File: config.mk
export PLATFORM = sky130hd
export DESIGN_NAME = output_buffer
export DESIGN_NICKNAME = d
export VERILOG_FILES = /design/src/rtl/pixel_stream_pkg.sv /design/src/rtl/axis_out_reg.sv /design/src/rtl/output_buffer.sv
export SDC_FILE = /design/constraint.sdc
export NUM_CORES = 1
export LEC_CHECK = 0
export CORE_AREA = 2 2 71 73
export CTS_CLUSTER_SIZE = 40
export DETAILED_ROUTE_END_ITERATION = 6
export DIE_AREA = 0 0 73 75
export PLACE_DENSITY_LB_ADDON = 0.08
export SYNTH_ARGS = -nofsm -noshare
export SYNTH_HDL_FRONTEND = slang
export SYNTH_SLANG_ARGS = --single-unit
File: constraint.sdc
create_clock -name aclk -period 5.1 [get_ports aclk]
set_clock_uncertainty 0.15 [all_clocks]
set_input_delay 0.765 -clock aclk [delete_from_list [all_inputs] [get_ports aclk]]
set_output_delay 0.765 -clock aclk [all_outputs]
set_load 0.01 [all_outputs]
File: src/rtl/pixel_stream_pkg.sv
// Shared definitions for the pixel-stream datapath: FSM states, AXI-Stream channel
// byte positions and the window-geometry helpers.
package pixel_stream_pkg;

    typedef enum logic [1:0] {
        IDLE  = 2'd0,
        DELAY = 2'd1,
        EMIT  = 2'd2
    } state_t;

    localparam int R_MSB = 31;
    localparam int G_MSB = 23;
    localparam int B_MSB = 15;

    function automatic int valid_rows(input int input_height, input int block_size);
        return input_height - block_size + 1;
    endfunction

    function automatic int out_cols(input int image_width, input int block_size);
        return image_width - block_size + 1;
    endfunction

    // Width that can hold every value 0..terminal, never narrower than one bit.
    function automatic int cnt_width(input int terminal);
        return (terminal > 0) ? $clog2(terminal + 1) : 1;
    endfunction

endpackage

File: src/rtl/axis_out_reg.sv
// Single-entry AXI-Stream holding register: a load sets tvalid and captures data/last,
// an accept without a load clears tvalid; data and last only change on a load.
module axis_out_reg #(
    parameter int TDATA_W = 32
) (
    input  logic               aclk,
    input  logic               aresetn,
    input  logic               load,
    input  logic [TDATA_W-1:0] load_data,
    input  logic               load_last,
    input  logic               tready,
    output logic               tvalid,
    output logic [TDATA_W-1:0] tdata,
    output logic               tlast
);

    always_ff @(posedge aclk or negedge aresetn) begin
        if (!aresetn) begin
            tvalid <= 1'b0;
            tdata  <= '0;
            tlast  <= 1'b0;
        end else if (load) begin
            // A load on the accepting edge replaces the beat without a bubble.
            tvalid <= 1'b1;
            tdata  <= load_data;
            tlast  <= load_last;
        end else if (tvalid && tready) begin
            tvalid <= 1'b0;
        end
    end

endmodule

File: src/rtl/output_buffer.sv
// AXI-Stream master end of the convolution datapath: selects windowed result samples,
// packs them as {R,G,B,8'h00} and flags the last beat of each frame.
// Optional sticky protocol checker enabled by OUTPUT_BUFFER_PROTOCOL_CHECK_EN.
module output_buffer
    import pixel_stream_pkg::*;
#(
    parameter int DATA_WIDTH         = 8,
    parameter int C_AXIS_TDATA_WIDTH = 32,
    parameter int BLOCK_SIZE         = 3,
    parameter int INPUT_HEIGHT       = 480,
    parameter int IMAGE_WIDTH        = 640,
    parameter int LATENCY            = 2
) (
    input  logic                            aclk,
    input  logic                            aresetn,
    input  logic [DATA_WIDTH-1:0]           result_R,
    input  logic [DATA_WIDTH-1:0]           result_G,
    input  logic [DATA_WIDTH-1:0]           result_B,
    input  logic                            data_flowing,
    input  logic                            is_full_columns_first_input,
    output logic                            output_has_back_pressure,
    output logic                            m_axis_tvalid,
    input  logic                            m_axis_tready,
    output logic [C_AXIS_TDATA_WIDTH-1:0]   m_axis_tdata,
    output logic [C_AXIS_TDATA_WIDTH/8-1:0] m_axis_tstrb,
    output logic                            m_axis_tlast,
    output logic                            protocol_error
);

    localparam int VALID_ROWS = valid_rows(INPUT_HEIGHT, BLOCK_SIZE);
    localparam int OUT_COLS   = out_cols(IMAGE_WIDTH, BLOCK_SIZE);
    localparam int DLY_W      = cnt_width(LATENCY - 1);
    localparam int ROW_W      = cnt_width(VALID_ROWS - 1);
    localparam int COL_W      = cnt_width(OUT_COLS - 1);

    localparam logic [DLY_W-1:0] DLY_INIT = DLY_W'(LATENCY - 1);
    localparam logic [ROW_W-1:0] LAST_ROW = ROW_W'(VALID_ROWS - 1);
    localparam logic [COL_W-1:0] LAST_COL = COL_W'(OUT_COLS - 1);

    logic flow;
    logic sync;

    state_t           state_q, state_d;
    logic [DLY_W-1:0] dly_q, dly_d;
    logic [ROW_W-1:0] row_q, row_d;
    logic [COL_W-1:0] col_q, col_d;

    logic                          vld_p0;
    logic                          last_p0;
    logic [C_AXIS_TDATA_WIDTH-1:0] data_p0;

    assign flow = data_flowing;
    assign sync = is_full_columns_first_input;

    always_ff @(posedge aclk or negedge aresetn) begin
        if (!aresetn) begin
            state_q <= IDLE;
            dly_q   <= '0;
            row_q   <= '0;
            col_q   <= '0;
        end else begin
            state_q <= state_d;
            dly_q   <= dly_d;
            row_q   <= row_d;
            col_q   <= col_d;
        end
    end

    always_comb begin
        state_d = state_q;
        dly_d   = dly_q;
        row_d   = row_q;
        col_d   = col_q;
        vld_p0  = 1'b0;
        last_p0 = 1'b0;
        case (state_q)
            IDLE: begin
                if (flow && sync) begin
                    state_d = DELAY;
                    dly_d   = DLY_INIT;
                end
            end
            DELAY: begin
                if (flow) begin
                    if (dly_q == '0) begin
                        state_d = EMIT;
                        row_d   = '0;
                    end else begin
                        dly_d = dly_q - 1'b1;
                    end
                end
            end
            EMIT: begin
                if (flow) begin
                    vld_p0 = 1'b1;
                    if (row_q == LAST_ROW) begin
                        state_d = IDLE;
                        row_d   = '0;
                        last_p0 = (col_q == LAST_COL);
                        col_d   = (col_q == LAST_COL) ? '0 : col_q + 1'b1;
                    end else begin
                        row_d = row_q + 1'b1;
                    end
                end
            end
            default: begin
                state_d = IDLE;
            end
        endcase
    end

    always_comb begin
        data_p0 = '0;
        data_p0[R_MSB -: DATA_WIDTH] = result_R;
        data_p0[G_MSB -: DATA_WIDTH] = result_G;
        data_p0[B_MSB -: DATA_WIDTH] = result_B;
    end

    // ---- stage p0 -> p1: captured sample enters the AXI-Stream output register
    axis_out_reg #(
        .TDATA_W (C_AXIS_TDATA_WIDTH)
    ) u_out_reg (
        .aclk      (aclk),
        .aresetn   (aresetn),
        .load      (vld_p0),
        .load_data (data_p0),
        .load_last (last_p0),
        .tready    (m_axis_tready),
        .tvalid    (m_axis_tvalid),
        .tdata     (m_axis_tdata),
        .tlast     (m_axis_tlast)
    );

    assign output_has_back_pressure = m_axis_tvalid && !m_axis_tready;
    assign m_axis_tstrb             = '1;

`ifdef OUTPUT_BUFFER_PROTOCOL_CHECK_EN
    logic perr_q;

    // Sticky: overwriting an unaccepted beat, or a column sync while a column is in flight.
    always_ff @(posedge aclk or negedge aresetn) begin
        if (!aresetn) begin
            perr_q <= 1'b0;
        end else if ((vld_p0 && m_axis_tvalid && !m_axis_tready) ||
                     (flow && sync && (state_q != IDLE))) begin
            perr_q <= 1'b1;
        end
    end

    assign protocol_error = perr_q;
`else
    assign protocol_error = 1'b0;
`endif

endmodule

==> summary.txt, run 1 <==
CELLS AND AREA
----------------------------------------------------------------------------------------
Number of diodes                                                                       0
Total Nets Final                                                                     336
Fin util                                                                          0.6236
Ratio of cells with drive above 1 in the final layout                            0.03947
Post-route cell area                                                            2907 um2
Most common cell after layout, fill and taps aside                          sky130_fd_sc_hd__nand2_1
Seq. cell area                                                                  1201 um2
Area of combinational cells with multiple inputs                               978.4 um2
# fillers                                                                            388
P&R area growth vs syn                                                            26.94%
Final instance count without filler cells                                            358
Commonest cells after routing, fill and taps aside                          sky130_fd_sc_hd__nand2_1, sky130_fd_sc_hd__clkdlybuf4s50_1, sky130_fd_sc_hd__dfrtp_1

POWER AND IR DROP
----------------------------------------------------------------------------------------
Final Total Pwr                                                                 1.216 mW
PwrDens                                                                     418.5 nW/um2
Peak supply drop                                                             0.0002504 V
Lkg Pwr                                                                         1.401 nW

PLACE
----------------------------------------------------------------------------------------
Cells after DPL                                                                      350
Total half-perimeter wirelength after legalization and detailed placement       3.153 mm
Pre-CTS WS                                                                      1.468 ns
Number of buffer cells added on primary ports                                         55
Placement Cell Area                                                             2819 um2
Last weighted congestion value of the routability-driven placer                   0.7986

ROUTING
----------------------------------------------------------------------------------------
Detailed-route vias per instance                                                   5.128
Total vias in the final route                                                       1836
Violation count after the first detailed-routing iteration                            90
Number of nets with antenna violations after detailed routing                          0
Residual DRC count                                                                     0
Routed Wire Length                                                              4.709 mm
WL per Instance                                                                 13.15 um
Drt first pass iters                                                                   4

STA
----------------------------------------------------------------------------------------
Setup slack of the critical path after layout                                   1.849 ns
RSZ-0062 raised after global routing                                               false
Minimum period implied by the final worst setup slack                           3.251 ns
Max-slew violation count                                                               0
Number of hold-slack violations in the final timing report                             0
Setup TNS                                                                           0 ns
Fin Hold WS                                                                    0.3293 ns
Setup violators final                                                                  0
Pin slew with the least headroom to its limit                                   1.206 ns
Remaining max-slew budget at the tightest pin                                     0.1884
FMAX                                                                           307.6 MHz
Ratio of final minimum period to clock period                                     0.6375

WORST SETUP PATH
----------------------------------------------------------------------------------------
Data arrival, critical path                                                      3.30 ns
Critical path fanouts, max                                                            33
Sort of element at the end of the critical path                                flip-flop
Type of element launching the critical path                                    input pin
Startpoint of the worst register-to-register path                             state_q[0]
Class of the most critical setup path                                          in -> reg
Endpoint of the worst register-to-register path                                 col_q[8]
Required time of the critical path                                               5.15 ns
FF-to-FF path depth                                                                    4
Setup slack of the most critical reg-to-reg path                                 2.41 ns

FLOORPLAN
----------------------------------------------------------------------------------------
Floorplan Core Area                                                             4661 um2
Vertical die dimension                                                             75 um
Initial Utilization                                                               0.4913
Number of core rows                                                                   25
Chip Width                                                                         73 um
Die footprint                                                                   5475 um2
# IOs                                                                                 69

LOGIC SYNTHESIS
----------------------------------------------------------------------------------------
Mapped Area                                                                     2290 um2
Synth area leader                                                           sky130_fd_sc_hd__dfrtp_1
Number of synthesis warnings                                                           0
Ys async rst share                                                                 1.000
Top-area cell type share of the netlist area                                      0.5246
Unique cell type count in the Yosys netlist                                           43
Cell types occupying the most area after synthesis                          sky130_fd_sc_hd__dfrtp_1, sky130_fd_sc_hd__nand2_1, sky130_fd_sc_hd__buf_4
Post-Syn Instances                                                                   251
Register area share after synthesis                                               0.5246
Post-synth top flop                                                         sky130_fd_sc_hd__dfrtp_1
Mapped Avg Cell Area                                                           9.122 um2
Number of synthesized flops with an enable pin                                         0
Total of flip-flops plus latches after synthesis                                      48

CLOCK NETWORK
----------------------------------------------------------------------------------------
Count of H-tree levels built during CTS                                                2
Clock Root Buffer                                                           sky130_fd_sc_hd__clkbuf_8
Clock buffers created by TritonCTS                                                     5
Buffer count from post-CTS setup fixing                                                0
CTS-repair resized insts                                                               0
Hold bufs inserted after CTS                                                           0
Clk slew on worst S/H paths                                                      0.10 ns
Num Clock Sinks                                                                       48
Buffers from clock root to sink, at most                                               2
CTS tree                                                                             yes
Skew-Pair Late Insertion Delay                                                   0.31 ns

FLOW RUN
----------------------------------------------------------------------------------------
Number of maximum-capacitance violations                                               0

GLOBAL ROUTING
----------------------------------------------------------------------------------------
Aggregate global routing overflow                                                      0
First-pass GRT wire length                                                      8.004 mm
Largest net degree at the start of global routing                                     49
Number of antenna violations at the first check in global routing                      0
Via count of the first global-routing pass                                          1726
Total routing usage reported by global routing                                    0.1912

WORST HOLD PATH
----------------------------------------------------------------------------------------
Worst Hold Endpoint                                                         u_out_reg.tdata[30]
Beginning of the worst hold path                                            u_out_reg.tdata[30]
Min-delay worst type                                                          reg -> reg
Worst hold path depth                                                                  2

RUN STATUS
----------------------------------------------------------------------------------------
Status                                                                      finished clean

routing by layer:
metal | global-route usage | part of all wire
met1 | 0.2639 | 0.48
met4 | 0.09053 | 0.019
met3 | 0.04418 | 0.068
met5 | 0 | 0
met2 | 0.2873 | 0.43
where the power goes:
| part | internal [mW] | total [mW] | switching (mW) |
|---|---|---|---|
| combinational | 0.235 | 0.428 | 0.194 |
| clock | 0.0958 | 0.230 | 0.134 |
| sequential | 0.488 | 0.559 | 0.0709 |
critical path, cell delays in order:
cell,delay [ns]
sky130_fd_sc_hd__clkdlybuf4s50_1,0.60
sky130_fd_sc_hd__nand3b_4,0.36
sky130_fd_sc_hd__nor4_1,1.12
sky130_fd_sc_hd__nand4_1,0.24
sky130_fd_sc_hd__xnor2_1,0.19
synthesized netlist by cell type (2+ instances only):
cell type	number
sky130_fd_sc_hd__a41oi_1	3
sky130_fd_sc_hd__a21o_1	2
sky130_fd_sc_hd__o21ai_0	6
sky130_fd_sc_hd__or4_1	2
sky130_fd_sc_hd__and3_1	2
sky130_fd_sc_hd__nor2b_1	2
sky130_fd_sc_hd__nor3_1	2
sky130_fd_sc_hd__xor2_1	4
sky130_fd_sc_hd__conb_1	2
sky130_fd_sc_hd__nor4bb_1	2
sky130_fd_sc_hd__clkbuf_1	7
sky130_fd_sc_hd__xnor2_1	2
sky130_fd_sc_hd__a31oi_1	3
sky130_fd_sc_hd__inv_1	5
sky130_fd_sc_hd__a211o_1	2
sky130_fd_sc_hd__nand3_1	8
sky130_fd_sc_hd__o2111ai_1	2
sky130_fd_sc_hd__nand2_1	91
sky130_fd_sc_hd__nand4b_1	2
sky130_fd_sc_hd__buf_4	13
sky130_fd_sc_hd__a21oi_1	5
sky130_fd_sc_hd__ha_1	4
sky130_fd_sc_hd__nand4_1	4
sky130_fd_sc_hd__o22ai_1	2
sky130_fd_sc_hd__dfrtp_1	48
sky130_fd_sc_hd__nor2_1	9
sequential cells by signal (all words and copies together), names as in the netlist:
register	cells
dly_q	1
u_out_reg.tdata	24
row_q	9
col_q	10
state_q	2
u_out_reg.tvalid	1
u_out_reg.tlast	1
cells by family after synthesis:
family	count (synthesis)	synth area share
XOR/XNOR	6	0.02295
AND/OR/NAND/NOR	133	0.2683
other	2	0.003280
multiplexers	1	0.004372
flip-flops	48	0.5246
AO/OA/AOI/OAI	30	0.08853
buffers and inverters	27	0.06612
adder cells (fa/ha/maj)	4	0.02186
cell type report:
cell class	instances	area share
clock buffers	5	0.02368
clock inverters	3	0.006457
inverters	5	0.006457
multi-input cells	187	0.3366
flip-flops and latches	48	0.4133
well taps	54	0.02325
repair buffers	56	0.1903
worst max path at each step:
| stage | slack (ns) | startpoint | end |
|---|---|---|---|
| after floorplan | 2.85 | data_flowing | col_q[9] |
| after global placement | 1.63 | data_flowing | col_q[8] |
| after detailed placement | 1.47 | data_flowing | col_q[8] |
| after CTS | 1.74 | data_flowing | col_q[8] |
| after global routing | 1.49 | data_flowing | col_q[8] |
| final | 1.85 | data_flowing | col_q[8] |
Note: power is estimated with default switching activity, not from simulation.
==> run 2: changes to the inputs <==
- CORE_AREA: 2 2 71 73 -> 2 2 73 75
- DIE_AREA: 0 0 73 75 -> 0 0 75 77
- clock period: 5.1 -> 3.25 ns (I/O delays scaled with it)
==> run 2 against run 1 <==
Net effect:
- clock power rose by 57%
- critical path depth did not move
- largest power group unchanged
- critical endpoint is now col_q[9]
- clock-buffer cell count rose by 1
- critical path type unchanged
==> summary.txt, run 2 (synthesized netlist as in run 1, its figures left out) <==
STA
----------------------------------------------------------------------------------------
Number of hold-slack violations in the final timing report                             0   unchanged
RSZ-0062 raised after global routing                                               false   unchanged
Max-slew violation count                                                               0   unchanged
Remaining max-slew budget at the tightest pin                                     0.2968   was 0.1884
Ratio of final minimum period to clock period                                     0.7379
FMAX                                                                           417.0 MHz
Setup slack of the critical path after layout                                  0.8519 ns   was 1.849 ns
Setup violators final                                                                  0   unchanged
Fin Hold WS                                                                    0.2156 ns   was 0.3293 ns
Pin slew with the least headroom to its limit                                   1.055 ns   was 1.206 ns
Minimum period implied by the final worst setup slack                           2.398 ns
Setup TNS                                                                           0 ns   unchanged

CELLS AND AREA
----------------------------------------------------------------------------------------
Largest registers                                                           u_out_reg.tdata (24), col_q (10), row_q (9)   unchanged
Final instance count without filler cells                                            377   was 358
Ratio of cells with drive above 1 in the final layout                            0.04886   was 0.03947
Number of flip-flops under the largest register name                                  24   unchanged
Most common cell after layout, fill and taps aside                          sky130_fd_sc_hd__nand2_1   unchanged
P&R area growth vs syn                                                            29.02%   was 26.94%
# fillers                                                                            444   was 388
Total Nets Final                                                                     339   was 336
Number of diodes                                                                       0   unchanged
Register containing the most flip-flops in the final layout                 u_out_reg.tdata   unchanged
Commonest cells after routing, fill and taps aside                          sky130_fd_sc_hd__nand2_1, sky130_fd_sc_hd__clkdlybuf4s50_1, sky130_fd_sc_hd__dfrtp_1   unchanged

PLACE
----------------------------------------------------------------------------------------
Last weighted congestion value of the routability-driven placer                   0.7939   was 0.7986
Number of buffer cells added on primary ports                                         55   unchanged
Cells after DPL                                                                      369   was 350
Total half-perimeter wirelength after legalization and detailed placement       3.264 mm   was 3.153 mm
Pre-CTS WS                                                                     0.5500 ns   was 1.468 ns

WORST SETUP PATH
----------------------------------------------------------------------------------------
Critical path fanouts, max                                                             7   was 33
Data arrival, critical path                                                      2.45 ns   was 3.30 ns
Sort of element at the end of the critical path                                flip-flop   unchanged
Required time of the critical path                                               3.31 ns   was 5.15 ns
Critical path buffer and inverter count                                                1   unchanged
Category of cells accounting for the largest share of critical-path delay   simple AND/OR/NAND/NOR gates   unchanged
Type of element launching the critical path                                    input pin   unchanged
Class of the most critical setup path                                          in -> reg   unchanged
Highest-delay cell along the critical path                                  sky130_fd_sc_hd__or4_1   was sky130_fd_sc_hd__nor4_1
Highest cell delay on the worst timing path                                      0.67 ns   was 1.12 ns
List of cells traversed by the critical path                                clkdlybuf4s50_1, nand3b_4, or4_1, or3_4, o31ai_1   was clkdlybuf4s50_1, nand3b_4, nor4_1, nand4_1, xnor2_1

ROUTING
----------------------------------------------------------------------------------------
Detailed-route vias per instance                                                   4.873   was 5.128
Total vias in the final route                                                       1837   was 1836
Residual DRC count                                                                     0   unchanged
WL per Instance                                                                 12.48 um   was 13.15 um
Routed Wire Length                                                              4.704 mm   was 4.709 mm
Number of nets with antenna violations after detailed routing                          0   unchanged
Drt first pass iters                                                                   4   unchanged
Violation count after the first detailed-routing iteration                            76   was 90

POWER AND IR DROP
----------------------------------------------------------------------------------------
Lkg Pwr                                                                         1.419 nW   was 1.401 nW
Cell internal pwr                                                               1.309 mW   was 0.8182 mW
Clock network fraction of design power                                             0.189   about the same
PwrDens                                                                     648.8 nW/um2   was 418.5 nW/um2
Sequential power share                                                             0.457   was 0.459
Sw Ratio                                                                          0.3170   was 0.3274
Peak supply drop                                                             0.0002847 V   was 0.0002504 V
Combinational group share of total power                                           0.354   was 0.352
Switching power                                                                0.6076 mW   was 0.3983 mW

FLOORPLAN
----------------------------------------------------------------------------------------
# IOs                                                                                 69   unchanged
Number of core rows                                                                   26   was 25
Floorplan Core Area                                                             4977 um2   was 4661 um2
Initial Utilization                                                               0.4600   was 0.4913
Chip Width                                                                         75 um   was 73 um
Die footprint                                                                   5775 um2   was 5475 um2
Vertical die dimension                                                             77 um   was 75 um

FLOW RUN
----------------------------------------------------------------------------------------
Number of maximum-capacitance violations                                               0   unchanged

CLOCK NETWORK
----------------------------------------------------------------------------------------
Count of H-tree levels built during CTS                                                2   unchanged
CTS-repair resized insts                                                               0   unchanged
Hold bufs inserted after CTS                                                           0   unchanged
Buffer count from post-CTS setup fixing                                                0   unchanged
Num Clock Sinks                                                                       48   unchanged
Clk slew on worst S/H paths                                                      0.08 ns   was 0.10 ns
CTS tree                                                                             yes   unchanged
Clock buffers created by TritonCTS                                                     5   unchanged
Buffers from clock root to sink, at most                                               2   unchanged
Clock Root Buffer                                                           sky130_fd_sc_hd__clkbuf_8   unchanged
Skew-Pair Late Insertion Delay                                                   0.30 ns   was 0.31 ns

WORST HOLD PATH
----------------------------------------------------------------------------------------
Min-delay worst type                                                         in -> async   was reg -> reg

GLOBAL ROUTING
----------------------------------------------------------------------------------------
Number of antenna violations at the first check in global routing                      0   unchanged
First-pass GRT wire length                                                      7.831 mm   was 8.004 mm
Largest net degree at the start of global routing                                     49   unchanged
Aggregate global routing overflow                                                      0   unchanged
Total routing usage reported by global routing                                    0.1728   was 0.1912
Via count of the first global-routing pass                                          1732   was 1726

RUN STATUS
----------------------------------------------------------------------------------------
Status                                                                      finished clean   unchanged

run 2: per-layer routing:
metal | track usage | routed length (um) | vias to the layer above
li1 | - | - | 926
met1 | 0.2381 | 2187 | 840
met2 | 0.2675 | 2089 | 65
met3 | 0.04468 | 368 | 6
met4 | 0.04821 | 57 | 0
met5 | 0 | 0 | -
run 2: metrics by stage:
stage               utilization  cell area (um2)  power [mW]
finish                   0.5935             2954       1.917
global route             0.5935             2954       2.057
CTS                      0.5935             2954       1.943
detailed placement       0.5749             2861       1.578
global placement         0.5749             2861       1.566
floorplan                     -             2331       1.187
run 2: cell type report:
cell class                      instances  area [um2]  share of cell area
Clock buffer                            6       82.58             0.02795
Clock inverter                          2       10.01            0.003388
Inverter                                5       18.77            0.006353
Multi-Input combinational cell        187       978.4              0.3312
Sequential cell                        48        1201              0.4066
Tap cell                               70       87.58             0.02965
Timing Repair Buffer                   59       575.6              0.1948
run 2: power by group through the flow:
stage	Sequential (mW)	Combinational (mW)	Clock, mW
2_1_floorplan	0.949	0.239	0
3_3_place_gp	0.885	0.681	0
3_5_place_dp	0.890	0.688	0
4_1_cts	0.876	0.691	0.376
5_1_grt	0.899	0.762	0.396
6_report	0.876	0.679	0.362
run 2: final timing paths:
path,startpoint,to,slack [ns],cells past startpoint
max,data_flowing,col_q[9],0.85,5
min,aresetn,u_out_reg.tdata[15],0.22,1
max reg2reg,row_q[1],col_q[9],1.01,6
min reg2reg,u_out_reg.tdata[14],u_out_reg.tdata[14],0.33,2
max in group asynchronous,aresetn,row_q[5],2.07,1
min in group aclk,u_out_reg.tdata[14],u_out_reg.tdata[14],0.33,2
==> run 3: changes to the inputs <==
- clock period: 3.25 -> 2.5 ns (I/O delays scaled with it)
==> run 3 against run 2 <==
Net effect:
- design area is 1.4% higher
- routed wire length increased by 3.2%
- combinational power is 32% higher
- global-route usage grew 0.68 points
- worst hold slack got worse by 0.22 ns
- register-to-register slack worse by 0.71 ns
- first-iteration DRC count decreased by 5.3%
- critical path depth grew 1
- sequential power up 30%
- die area stayed put
- clock-buffer cell count unchanged
==> summary.txt, run 3 (synthesized netlist as in run 1, its figures left out) <==
ROUTING
----------------------------------------------------------------------------------------
WL per Instance                                                                 12.71 um   was 12.48 um
Total vias in the final route                                                       1900   was 1837
Residual DRC count                                                                     0   unchanged
Detailed-route vias per instance                                                   4.974   was 4.873
Violation count after the first detailed-routing iteration                            72   was 76
Routed Wire Length                                                              4.855 mm   was 4.704 mm
Drt first pass iters                                                                   4   unchanged
Number of nets with antenna violations after detailed routing                          0   unchanged

CLOCK NETWORK
----------------------------------------------------------------------------------------
Clock buffers created by TritonCTS                                                     5   unchanged
Count of H-tree levels built during CTS                                                2   unchanged
Num Clock Sinks                                                                       48   unchanged
Buffers from clock root to sink, at most                                               2   unchanged
Hold bufs inserted after CTS                                                           0   unchanged
Skew-Pair Late Insertion Delay                                                   0.30 ns   about the same
CTS tree                                                                             yes   unchanged
CTS-repair resized insts                                                               0   unchanged
Buffer count from post-CTS setup fixing                                                0   unchanged
Clock Root Buffer                                                           sky130_fd_sc_hd__clkbuf_8   unchanged
Clk slew on worst S/H paths                                                      0.08 ns   about the same

STA
----------------------------------------------------------------------------------------
Max-slew violation count                                                               0   unchanged
Setup violators final                                                                  0   unchanged
Setup slack of the critical path after layout                                  0.3004 ns   was 0.8519 ns
RSZ-0062 raised after global routing                                               false   unchanged
Minimum period implied by the final worst setup slack                           2.200 ns
Remaining max-slew budget at the tightest pin                                     0.6056   was 0.2968
Pin slew with the least headroom to its limit                                  0.5916 ns   was 1.055 ns
Number of hold-slack violations in the final timing report                             0   unchanged
Setup TNS                                                                           0 ns   unchanged
FMAX                                                                           454.6 MHz
Ratio of final minimum period to clock period                                     0.8798

CELLS AND AREA
----------------------------------------------------------------------------------------
Number of flip-flops under the largest register name                                  24   unchanged
Area of combinational cells with multiple inputs                               978.4 um2   unchanged
Commonest cells after routing, fill and taps aside                          sky130_fd_sc_hd__nand2_1, sky130_fd_sc_hd__clkdlybuf4s50_1, sky130_fd_sc_hd__dfrtp_1   unchanged
Largest registers                                                           u_out_reg.tdata (24), col_q (10), row_q (9)   unchanged
# fillers                                                                            465   was 444
Fin util                                                                          0.6021   was 0.5935
Final instance count without filler cells                                            382   was 377
Ratio of cells with drive above 1 in the final layout                            0.06410   was 0.04886
P&R area growth vs syn                                                            30.87%   was 29.02%
Most common cell after layout, fill and taps aside                          sky130_fd_sc_hd__nand2_1   unchanged
Register containing the most flip-flops in the final layout                 u_out_reg.tdata   unchanged
Number of diodes                                                                       0   unchanged
Total Nets Final                                                                     344   was 339
Seq. cell area                                                                  1201 um2   unchanged

FLOORPLAN
----------------------------------------------------------------------------------------
Number of core rows                                                                   26   unchanged
Chip Width                                                                         75 um   unchanged
Vertical die dimension                                                             77 um   unchanged
Floorplan Core Area                                                             4977 um2   unchanged
Initial Utilization                                                               0.4600   unchanged
# IOs                                                                                 69   unchanged
Die footprint                                                                   5775 um2   unchanged

PLACE
----------------------------------------------------------------------------------------
Last weighted congestion value of the routability-driven placer                   0.7916   was 0.7939
Number of buffer cells added on primary ports                                         55   unchanged
Cells after DPL                                                                      374   was 369
Total half-perimeter wirelength after legalization and detailed placement       3.440 mm   was 3.264 mm
Pre-CTS WS                                                                   -0.02149 ns   was 0.5500 ns

WORST SETUP PATH
----------------------------------------------------------------------------------------
Setup crit end                                                                  col_q[9]   unchanged
Startpoint of the worst register-to-register path                               row_q[1]   unchanged
FF-to-FF path depth                                                                    6   unchanged
First element of the critical path                                              row_q[1]   was data_flowing
Type of element launching the critical path                                    flip-flop   was input pin
Sort of element at the end of the critical path                                flip-flop   unchanged
Critical path fanouts, max                                                             5   was 7
Setup slack of the most critical reg-to-reg path                                 0.30 ns   was 1.01 ns
Required time of the critical path                                               2.55 ns   was 3.31 ns
Endpoint of the worst register-to-register path                                 col_q[9]   unchanged
Data arrival, critical path                                                      2.25 ns   was 2.45 ns
Class of the most critical setup path                                         reg -> reg   was in -> reg

POWER AND IR DROP
----------------------------------------------------------------------------------------
Lkg Pwr                                                                         1.435 nW   was 1.419 nW
Peak supply drop                                                             0.0003884 V   was 0.0002847 V
PwrDens                                                                     838.5 nW/um2   was 648.8 nW/um2

GLOBAL ROUTING
----------------------------------------------------------------------------------------
Total routing usage reported by global routing                                    0.1797   was 0.1728
Via count of the first global-routing pass                                          1768   was 1732
Largest net degree at the start of global routing                                     49   unchanged
First-pass GRT wire length                                                      8.114 mm   was 7.831 mm
Number of antenna violations at the first check in global routing                      0   unchanged
Aggregate global routing overflow                                                      0   unchanged

FLOW RUN
----------------------------------------------------------------------------------------
Number of maximum-capacitance violations                                               0   unchanged

WORST HOLD PATH
----------------------------------------------------------------------------------------
Min-delay worst type                                                         in -> async   unchanged

RUN STATUS
----------------------------------------------------------------------------------------
Status                                                                      finished clean   unchanged

==> run 3: cell type report <==
cell class / count / share of cell area
repair buffers: 64 / 0.2046
inverters: 5 / 0.006263
multi-input cells: 187 / 0.3265
well taps: 70 / 0.02923
flip-flops and latches: 48 / 0.4008
clock buffers: 6 / 0.02756
clock inverters: 2 / 0.005010
==> run 3: worst min path at each step <==
stage	depth (start not counted)	slack [ns]	end	start
2_1_floorplan	0	-0.07	col_q[0]	aresetn
6_report	2	0.00001	u_out_reg.tdata[15]	aresetn
3_5_place_dp	2	0.31	u_out_reg.tdata[14]	u_out_reg.tdata[14]
5_1_grt	2	0.07	u_out_reg.tdata[15]	aresetn
3_3_place_gp	2	0.31	u_out_reg.tdata[21]	u_out_reg.tdata[21]
4_1_cts	2	0.03	u_out_reg.tdata[20]	aresetn
==> run 3: report_power, final <==
part,switching (mW),leakage [nW],internal (mW)
sequential,0.145,0.613,0.995
combinational,0.403,0.779,0.491
clock,0.254,0.0434,0.224
==> run 3: stage by stage <==
step                      hold slack (ns)  total power, mW  cell area [um2]
after floorplan                  -0.07059            1.544             2331
after global placement             0.3062            2.043             2899
after detailed placement           0.3118            2.064             2899
after CTS                         0.02966            2.550             2997
after global routing              0.07336            2.702             2997
final                          0.00001160            2.513             2997
==> run 3: worst max-delay path: stages (launching register included) <==
cell	delay (ns)
sky130_fd_sc_hd__dfrtp_1	0.45
sky130_fd_sc_hd__inv_1	0.10
sky130_fd_sc_hd__ha_1	0.17
sky130_fd_sc_hd__nand4b_1	0.14
sky130_fd_sc_hd__or4_1	0.48
sky130_fd_sc_hd__or3_4	0.36
sky130_fd_sc_hd__o31ai_1	0.23
==> run 3: metal layers <==
layer | GRT usage | part of all wire
met3 | 0.03548 | 0.082
met2 | 0.2728 | 0.44
met5 | 0 | 0
met1 | 0.2558 | 0.46
met4 | 0.05893 | 0.013
